[src/rtl/imem_load_ctrl.sv]
// -----------------------------------------------------------------------------
// imem_load_ctrl
//   Owns the byte-addressed instruction memory write/read port of the core.
//   After reset it streams a program image into memory, one byte per
//   LD_VALID/LD_READY handshake. It then zero-fills the rest of memory. The
//   core is held stalled throughout. In RUN, aligned in-range 32-bit
//   big-endian fetches pass through. Misaligned or out-of-range fetches get
//   NOP_WORD and FETCH_FAULT. LD_START in RUN restarts the load.
//
// Optional feature macro: IMEM_LOAD_CHECKSUM_EN
//   When defined, the LD_LAST byte is an 8-bit modular checksum of the image
//   bytes. It is not written and not counted. A mismatch parks the block in
//   ERROR with LOAD_ERR=1 until RESET or LD_START.
//   When undefined, the LD_LAST byte is ordinary data and LOAD_ERR is tied 0.
//
// Ports
//   CLK, RESET          clock (rising edge), asynchronous active-high reset
//   LD_START            restart program load (honoured in RUN/ERROR only)
//   LD_VALID/DATA/LAST  loader byte stream; LD_READY is the accept strobe
//   MEM_WE/WADDR/WDATA  registered byte write port to memory
//   MEM_RADDR/RDATA     combinational word read port (big-endian word)
//   FETCH_ADDR/DATA     IF-stage fetch; FETCH_FAULT flags a substituted NOP
//   CPU_STALL           registered hold for PC and IF/ID register
//   LD_COUNT            bytes accepted in the current load (saturating)
//   LOAD_ERR            checksum mismatch (checksum build only)
// -----------------------------------------------------------------------------
module imem_load_ctrl #(
  parameter int          MEMORY_SIZE = 128,
  parameter int          ADDR_W      = $clog2(MEMORY_SIZE),
  parameter logic [31:0] NOP_WORD    = 32'h0000_0013
) (
  input  logic              CLK,
  input  logic              RESET,
  input  logic              LD_START,
  input  logic              LD_VALID,
  input  logic [7:0]        LD_DATA,
  input  logic              LD_LAST,
  output logic              LD_READY,
  output logic              MEM_WE,
  output logic [ADDR_W-1:0] MEM_WADDR,
  output logic [7:0]        MEM_WDATA,
  output logic [31:0]       MEM_RADDR,
  input  logic [31:0]       MEM_RDATA,
  input  logic [31:0]       FETCH_ADDR,
  output logic [31:0]       FETCH_DATA,
  output logic              FETCH_FAULT,
  output logic              CPU_STALL,
  output logic [ADDR_W:0]   LD_COUNT,
  output logic              LOAD_ERR
);

  localparam logic [ADDR_W-1:0] PTR_LAST  = ADDR_W'(MEMORY_SIZE - 1);
  localparam logic [ADDR_W:0]   CNT_MAX   = (ADDR_W + 1)'(MEMORY_SIZE);
  localparam logic [31:0]       FETCH_MAX = 32'(MEMORY_SIZE - 4);

  typedef enum logic [1:0] {
    S_LOAD  = 2'd0,
    S_CLEAR = 2'd1,
`ifdef IMEM_LOAD_CHECKSUM_EN
    S_RUN   = 2'd2,
    S_ERROR = 2'd3
`else
    S_RUN   = 2'd2
`endif
  } state_t;

  state_t            state, state_nxt;
  logic [ADDR_W-1:0] ptr;
  logic [ADDR_W:0]   cnt;
  logic              accept;
  logic              byte_wr;
  logic              restart;
  logic              we_p1;
  logic [ADDR_W-1:0] waddr_p1;
  logic [7:0]        wdata_p1;
  logic              stall_p1;
  logic              fault;
  logic [31:0]       fdata;

`ifdef IMEM_LOAD_CHECKSUM_EN
  logic [7:0]        sum;
  logic              err;
  // The LD_LAST byte carries the checksum and never reaches memory.
  assign byte_wr = accept && !LD_LAST;
`else
  assign byte_wr = accept;
`endif

  assign LD_READY = (state == S_LOAD);
  assign accept   = LD_READY && LD_VALID;
  // Any transition back into LOAD (from RUN or ERROR) starts a fresh image.
  assign restart  = (state != S_LOAD) && (state_nxt == S_LOAD);

  // State register
  always_ff @(posedge CLK or posedge RESET) begin
    if (RESET) state <= S_LOAD;
    else       state <= state_nxt;
  end

  always_comb begin
    state_nxt = state;
    case (state)
      S_LOAD: begin
        if (accept) begin
`ifdef IMEM_LOAD_CHECKSUM_EN
          if (LD_LAST)              state_nxt = (LD_DATA == sum) ? S_CLEAR : S_ERROR;
          else if (ptr == PTR_LAST) state_nxt = S_RUN;
`else
          // A full memory needs no fill, regardless of LD_LAST.
          if (ptr == PTR_LAST)      state_nxt = S_RUN;
          else if (LD_LAST)         state_nxt = S_CLEAR;
`endif
        end
      end
      S_CLEAR: if (ptr == PTR_LAST) state_nxt = S_RUN;
      S_RUN:   if (LD_START)        state_nxt = S_LOAD;
`ifdef IMEM_LOAD_CHECKSUM_EN
      S_ERROR: if (LD_START)        state_nxt = S_LOAD;
`endif
      default:                      state_nxt = S_LOAD;
    endcase
  end

  // Stage p1: registered memory write port, pointer, count and stall
  always_ff @(posedge CLK or posedge RESET) begin
    if (RESET) begin
      ptr      <= '0;
      cnt      <= '0;
      we_p1    <= 1'b0;
      waddr_p1 <= '0;
      wdata_p1 <= '0;
      stall_p1 <= 1'b1;
`ifdef IMEM_LOAD_CHECKSUM_EN
      sum      <= '0;
      err      <= 1'b0;
`endif
    end else begin
      we_p1    <= 1'b0;
      // Stall drops on the very edge that enters RUN.
      stall_p1 <= (state_nxt != S_RUN);
      case (state)
        S_LOAD: begin
          if (byte_wr) begin
            we_p1    <= 1'b1;
            waddr_p1 <= ptr;
            wdata_p1 <= LD_DATA;
            if (ptr != PTR_LAST) ptr <= ptr + 1'b1;
            if (cnt != CNT_MAX)  cnt <= cnt + 1'b1;
`ifdef IMEM_LOAD_CHECKSUM_EN
            sum      <= sum + LD_DATA;
`endif
          end
`ifdef IMEM_LOAD_CHECKSUM_EN
          if (accept && LD_LAST && (LD_DATA != sum)) err <= 1'b1;
`endif
        end
        S_CLEAR: begin
          we_p1    <= 1'b1;
          waddr_p1 <= ptr;
          wdata_p1 <= 8'h00;
          if (ptr != PTR_LAST) ptr <= ptr + 1'b1;
        end
        default: begin
          if (restart) begin
            ptr <= '0;
            cnt <= '0;
`ifdef IMEM_LOAD_CHECKSUM_EN
            sum <= '0;
            err <= 1'b0;
`endif
          end
        end
      endcase
    end
  end

  // Combinational fetch path. A faulting fetch never forwards MEM_RDATA, so
  // the core cannot see bytes from beyond the end of memory.
  always_comb begin
    fault = 1'b0;
    fdata = NOP_WORD;
    if (state == S_RUN) begin
      if ((FETCH_ADDR[1:0] != 2'b00) || (FETCH_ADDR > FETCH_MAX)) fault = 1'b1;
      else                                                        fdata = MEM_RDATA;
    end
  end

  assign MEM_RADDR   = FETCH_ADDR;
  assign FETCH_DATA  = fdata;
  assign FETCH_FAULT = fault;
  assign MEM_WE      = we_p1;
  assign MEM_WADDR   = waddr_p1;
  assign MEM_WDATA   = wdata_p1;
  assign CPU_STALL   = stall_p1;
  assign LD_COUNT    = cnt;
`ifdef IMEM_LOAD_CHECKSUM_EN
  assign LOAD_ERR    = err;
`else
  assign LOAD_ERR    = 1'b0;
`endif

endmodule

[config.mk]
export PLATFORM = sky130hd
export DESIGN_NAME = imem_load_ctrl
export DESIGN_NICKNAME = d
export VERILOG_FILES = /design/src/rtl/imem_load_ctrl.sv
export SDC_FILE = /design/constraint.sdc
export NUM_CORES = 1
export LEC_CHECK = 0
export BUFFER_PORTS_ARGS = -buffer_cell sky130_fd_sc_hd__buf_2
export CAP_MARGIN = 20
export CORE_ASPECT_RATIO = 0.7
export CORE_UTILIZATION = 35
export CTS_BUF_LIST = sky130_fd_sc_hd__clkbuf_8 sky130_fd_sc_hd__clkbuf_16
export CTS_CLUSTER_SIZE = 24
export DETAILED_ROUTE_END_ITERATION = 8
export PLACE_DENSITY = 0.7
export SYNTH_ARGS = -nofsm -noshare
export SYNTH_HDL_FRONTEND = slang
export SYNTH_SLANG_ARGS = --single-unit
[constraint.sdc]
create_clock -name CLK -period 2.5 [get_ports CLK]
set_input_delay 0.5 -clock CLK [delete_from_list [all_inputs] [get_ports CLK]]
set_output_delay 0.5 -clock CLK [all_outputs]
set_load 0.01 [all_outputs]
-- Word-level counts from Yosys, hierarchy flattened
Cells that the tools add are included.
Widths: inputs -> output; s select.
- latch bits: 0
- RAM bits: 0
- register bits after elaboration: 34
- input bits: 77
- logic and storage cells: 56
- memories kept: 0
- ROM bits: 0
- output and inout port bits: 92
- multiply operators: 0
- shift operators: 0
- order comparisons: 1
- muxes and demuxes: 24
- reductions and logical operators: 13
- div/mod/pow operators: 0
- $add $sub $neg: 2
- bitwise operators: 1
- equality and inequality tests: 8
- operators by type and width (cell ; number):
    $mux 32 ; 2
    $gt 32x7->1 const B ; 1
    $mux 8 ; 4
    $pmux 8 s2 ; 2
    $mux 7 ; 4
    $pmux 7 s2 ; 2
    $mux 2 ; 5
    $add 8x1->8 const B ; 1
    $ne 8x8->1 const B ; 1
    $reduce_bool 2->1 ; 4
    $add 7x1->7 const B ; 1
    $eq 7x7->1 const B ; 1
    $ne 7x7->1 const B ; 1
    $pmux 2 s3 ; 1
    $logic_not 2->1 ; 2
    $ne 2x1->1 const B ; 2
    $reduce_and 2->1 ; 2
    $reduce_and 4->1 ; 1
    $mux 1 ; 3
    $reduce_bool 3->1 ; 1
    $eq 2x1->1 const B ; 1
    $eq 2x2->1 const B ; 1
    $logic_and 1x1->1 ; 2
    $ne 2x2->1 const B ; 1
    3 further kinds ; 3

-- Logic depth before layout (Yosys ltp)
- depth after elaboration: 8
- depth in mapped cells: 6
- gate-level depth less buffers: 5

-- Least setup slack after synthesis
Ideal clock, no wire load.
- path type: input port to output port
- start: in FETCH_ADDR[22]
- end: out FETCH_DATA[10]
- stages: 4
- data arrival time: 1595 ps
- data required time: 2000 ps
- slack: 405 ps
- cell sequence: nor4_1 > nand4_1 > clkbuf_1 > nor4_1
- word-level cells in the longest chain between the ends: 4
- ends and longest elaborated chain (item ; line ; RTL):
    start: declaration ; 44 ; input logic [31:0] FETCH_ADDR,
    $gt 32x7->1 ; 183 ; if ((FETCH_ADDR[1:0] != 2'b00) || (FETCH_ADDR > FETCH_MAX)) fault = 1'b1;
    $logic_or 1x1->1 ; 183 ;
    $mux 32 ; 183 ;
    $mux 32 ; 182 ; if (state == S_RUN) begin
    end: declaration ; 45 ; output logic [31:0] FETCH_DATA,
No other way between the ends.

-- Worst setup path in the final report
- start: in FETCH_ADDR[22]
- end: out FETCH_DATA[15]
The elaborated chain is that of the path after synthesis.

==> flow_metrics.py <==
metrics = {
    "outcome": {
        "outcome": "finished clean",
    },
    "placement": {
        "dpl-instance-area_um2": 2998,
        "hpwl_mm": 5.176,
        "portBuffers": 157,
        "routabilityCongestion": 0.8458,
    },
    "global_routing": {
        "grt_max_degree": 35,
        "grt-ovfl-total": 0,
        "grt_usage_pct": 18.97,
        "grt_pass1_vias": 2154,
        "grt_pass1_wl_mm": 10.60,
        "antenna_found_initial": 0,
    },
    "power": {
        "p_per_area_nw_per_um2": 723.7,
        "comb_power_share_pct": 38.6,
        "ir_drop_v": 0.0004599,
        "clkPwrFrac_pct": 19.3,
        "power_frac_seq_pct": 42.1,
        "power_mw": 2.257,
        "p_leak_nw": 1.712,
        "power.internal_mw": 1.357,
        "swShare_pct": 39.89,
        "netSwitchingPower_uw": 900.6,
    },
    "die": {
        "ios": 169,
        "die_width_um": 99.80,
        "core_region_area_um2": 6336,
        "die_h_um": 70.46,
        "rows": 24,
        "initial_core_util_pct": 36.99,
        "die_area_um2": 7032,
    },
    "drt": {
        "num_vias": 2444,
        "drc_errors": 0,
        "wl_per_cell_um": 13.25,
        "routed_via_density": 4.821,
        "ant_nets": 0,
        "routed_wl_mm": 6.717,
        "drtIter0Drc": 118,
        "dr.pass1.iters": 4,
    },
    "yosys": {
        "ys_async_sr_fraction_pct": 100.0,
        "avgSynthCellArea_um2": 8.053,
        "ys_seq_area_share_pct": 36.36,
        "synth_top_area_share_pct": 35.24,
        "yosys.area.top_type": "dfrtp_1",
        "synthTopCellsByArea": "dfrtp_1 35%, buf_4 11%, nor4_1 9.3%, nand2_1 6.9%, inv_1 5.8%",
        "ys_ff_latch": 34,
        "netlist_area_um2": 2343,
        "synth.distinct_cells": 43,
        "synth_nets": 371,
        "yosys_warnings": 0,
        "syn_inst": 291,
        "synth_edf_count": 0,
        "synth_ff_type": "dfrtp_1",
    },
    "clock_tree": {
        "cts_tree": "done",
        "clk_pin_slew_ps": 80,
        "clk_latency_ps": 290,
        "clkSinkCount": 34,
        "cts_buffers": 5,
        "hold_buffers": 0,
        "cts_setup_buffers": 0,
        "h-tree-depth": 2,
        "cts_buffer_depth": 2,
        "root_buffer": "clkbuf_8",
    },
    "sta": {
        "fin_crit_sh_pct": 94.55,
        "fin_crit_ps": 2364,
        "tightest_slew_ps": 604.7,
        "max_freq_mhz": 423.0,
        "final-hold-violation-count": 0,
        "slew_headroom_pct": 59.12,
        "skew_ps": 9.905,
        "rsz0062_at_grt": "true",
        "slew_violations": 0,
        "setup_viol": 0,
    },
    "layout": {
        "drive_gt1_share_pct": 44.95,
        "final_cell_mix": "157 x buf_2, 43 x nand2_1, 36 x inv_1",
        "layout_commonest_cell": "buf_2",
        "syn_to_final_growth_pct": 33.10,
        "fin_area_um2": 3119,
        "antenna_cells": 0,
        "nets": 495,
    },
    "worst_setup_path": {
        "critPathMaxFanout": 20,
        "worst_setup_path_start_kind": "input pin",
        "arrival_ps": 1860,
        "r2r_cells": 5,
        "worst_ep_required_time_ps": 2000,
        "crit_type": "in2out",
        "worst_setup_path_end_kind": "output port",
    },
    "job": {
        "cap_violations": 0,
    },
    "min_path": {
        "hp-class": "in2async",
    },
}
## Yosys cell counts, types with 2 or more instances
cell type and count:
a211oi_1 2, a21oi_1 12, a31oi_1 2, buf_1 3, buf_2 4, buf_4 33
clkbuf_1 10, dfrtp_1 33, ha_1 3, inv_1 36, mux2i_1 8, nand2_1 43
nand2b_1 4, nand3_1 5, nand4_1 3, nor2_1 2, nor2b_1 11, nor3_1 2
nor4_1 35, nor4b_1 2, o21ai_0 12, o21ba_2 2, or3_1 2, or4_1 3
## sequential cells by signal, indices dropped and copies added (netlist names)
name / flops
LD_COUNT: 8
MEM_WDATA: 8
MEM_WADDR: 7
ptr: 7
state: 2
CPU_STALL: 1
MEM_WE: 1
## critical path, cell delays in order
cell and delay (ps):
buf_2 100, nor4_1 270, nand4_1 130, buf_4 220
nor4_1 410, buf_2 220
## final cells by class
class	instances	area [um2]
clock buffers	6	82.58
clock inverters	2	12.51
fillers	627	3217
inverters	36	135.1
multi-input cells	170	1055
flip-flops and latches	34	852.1
well taps	91	113.9
repair buffers	168	868.3
## power by group through the flow
stage	sequential, mW	clock, mW	combinational [mW]
6_report	0.950	0.435	0.872
5_1_grt	0.981	0.468	0.976
4_1_cts	0.946	0.443	0.878
3_5_place_dp	0.952	0	0.873
3_3_place_gp	0.943	0	0.852
2_1_floorplan	0.974	0	0.525
## kinds of logic (layout without fill, tap and decap cells)
group / Yosys count / count (layout) / share of synthesized area (%)
fa+ha+maj: 3 / 3 / 1.602
mux: 9 / 9 / 3.898
flops: 34 / 34 / 36.36
compound gates: 39 / 39 / 10.68
other cells: 1 / 1 / 0.1600
simple gates: 118 / 118 / 27.55
buf+inv: 87 / 212 / 19.75
## path summary, 6_finish.rpt
kind / startpoint / to / slack [ps]
worst max-delay path: FETCH_ADDR[22] / FETCH_DATA[15] / 140
worst min-delay path: RESET / MEM_WDATA[5] / 280
worst max register to register: state[1] / ptr[5] / 730
worst min register to register: MEM_WADDR[0] / MEM_WADDR[0] / 480
max in group asynchronous: RESET / CPU_STALL / 1880
min in group CLK: MEM_WADDR[0] / MEM_WADDR[0] / 480
## metal layers
| metal | track usage (%) | wire (um) | vias to the layer above |
|---|---|---|---|
| met5 | 0 | 0 | - |
| met2 | 27.36 | 2901 | 82 |
| met3 | 4.505 | 461 | 5 |
| li1 | - | - | 1207 |
| met1 | 28.61 | 3321 | 1150 |
| met4 | 3.595 | 32 | 0 |
## what timing repair did
item	4_1_cts	5_1_grt
resized for setup	0	5
endpoints found under the hold margin	0	0
endpoints found under the setup margin	0	29
## stage by stage
stage	hold slack [ps]	setup TNS, ps	instances	util, %	worst slack [ps]
after floorplan	483.5	0	291	-	405.5
after global placement	457.0	0	499	47.31	135.5
after detailed placement	457.1	0	499	47.31	121.2
after CTS	294.9	0	507	48.82	41.72
after global routing	335.9	-23.04	507	49.23	-10.62
final	276.9	0	507	49.23	136.2
No activity file was read; power rests on OpenSTA's default activity.
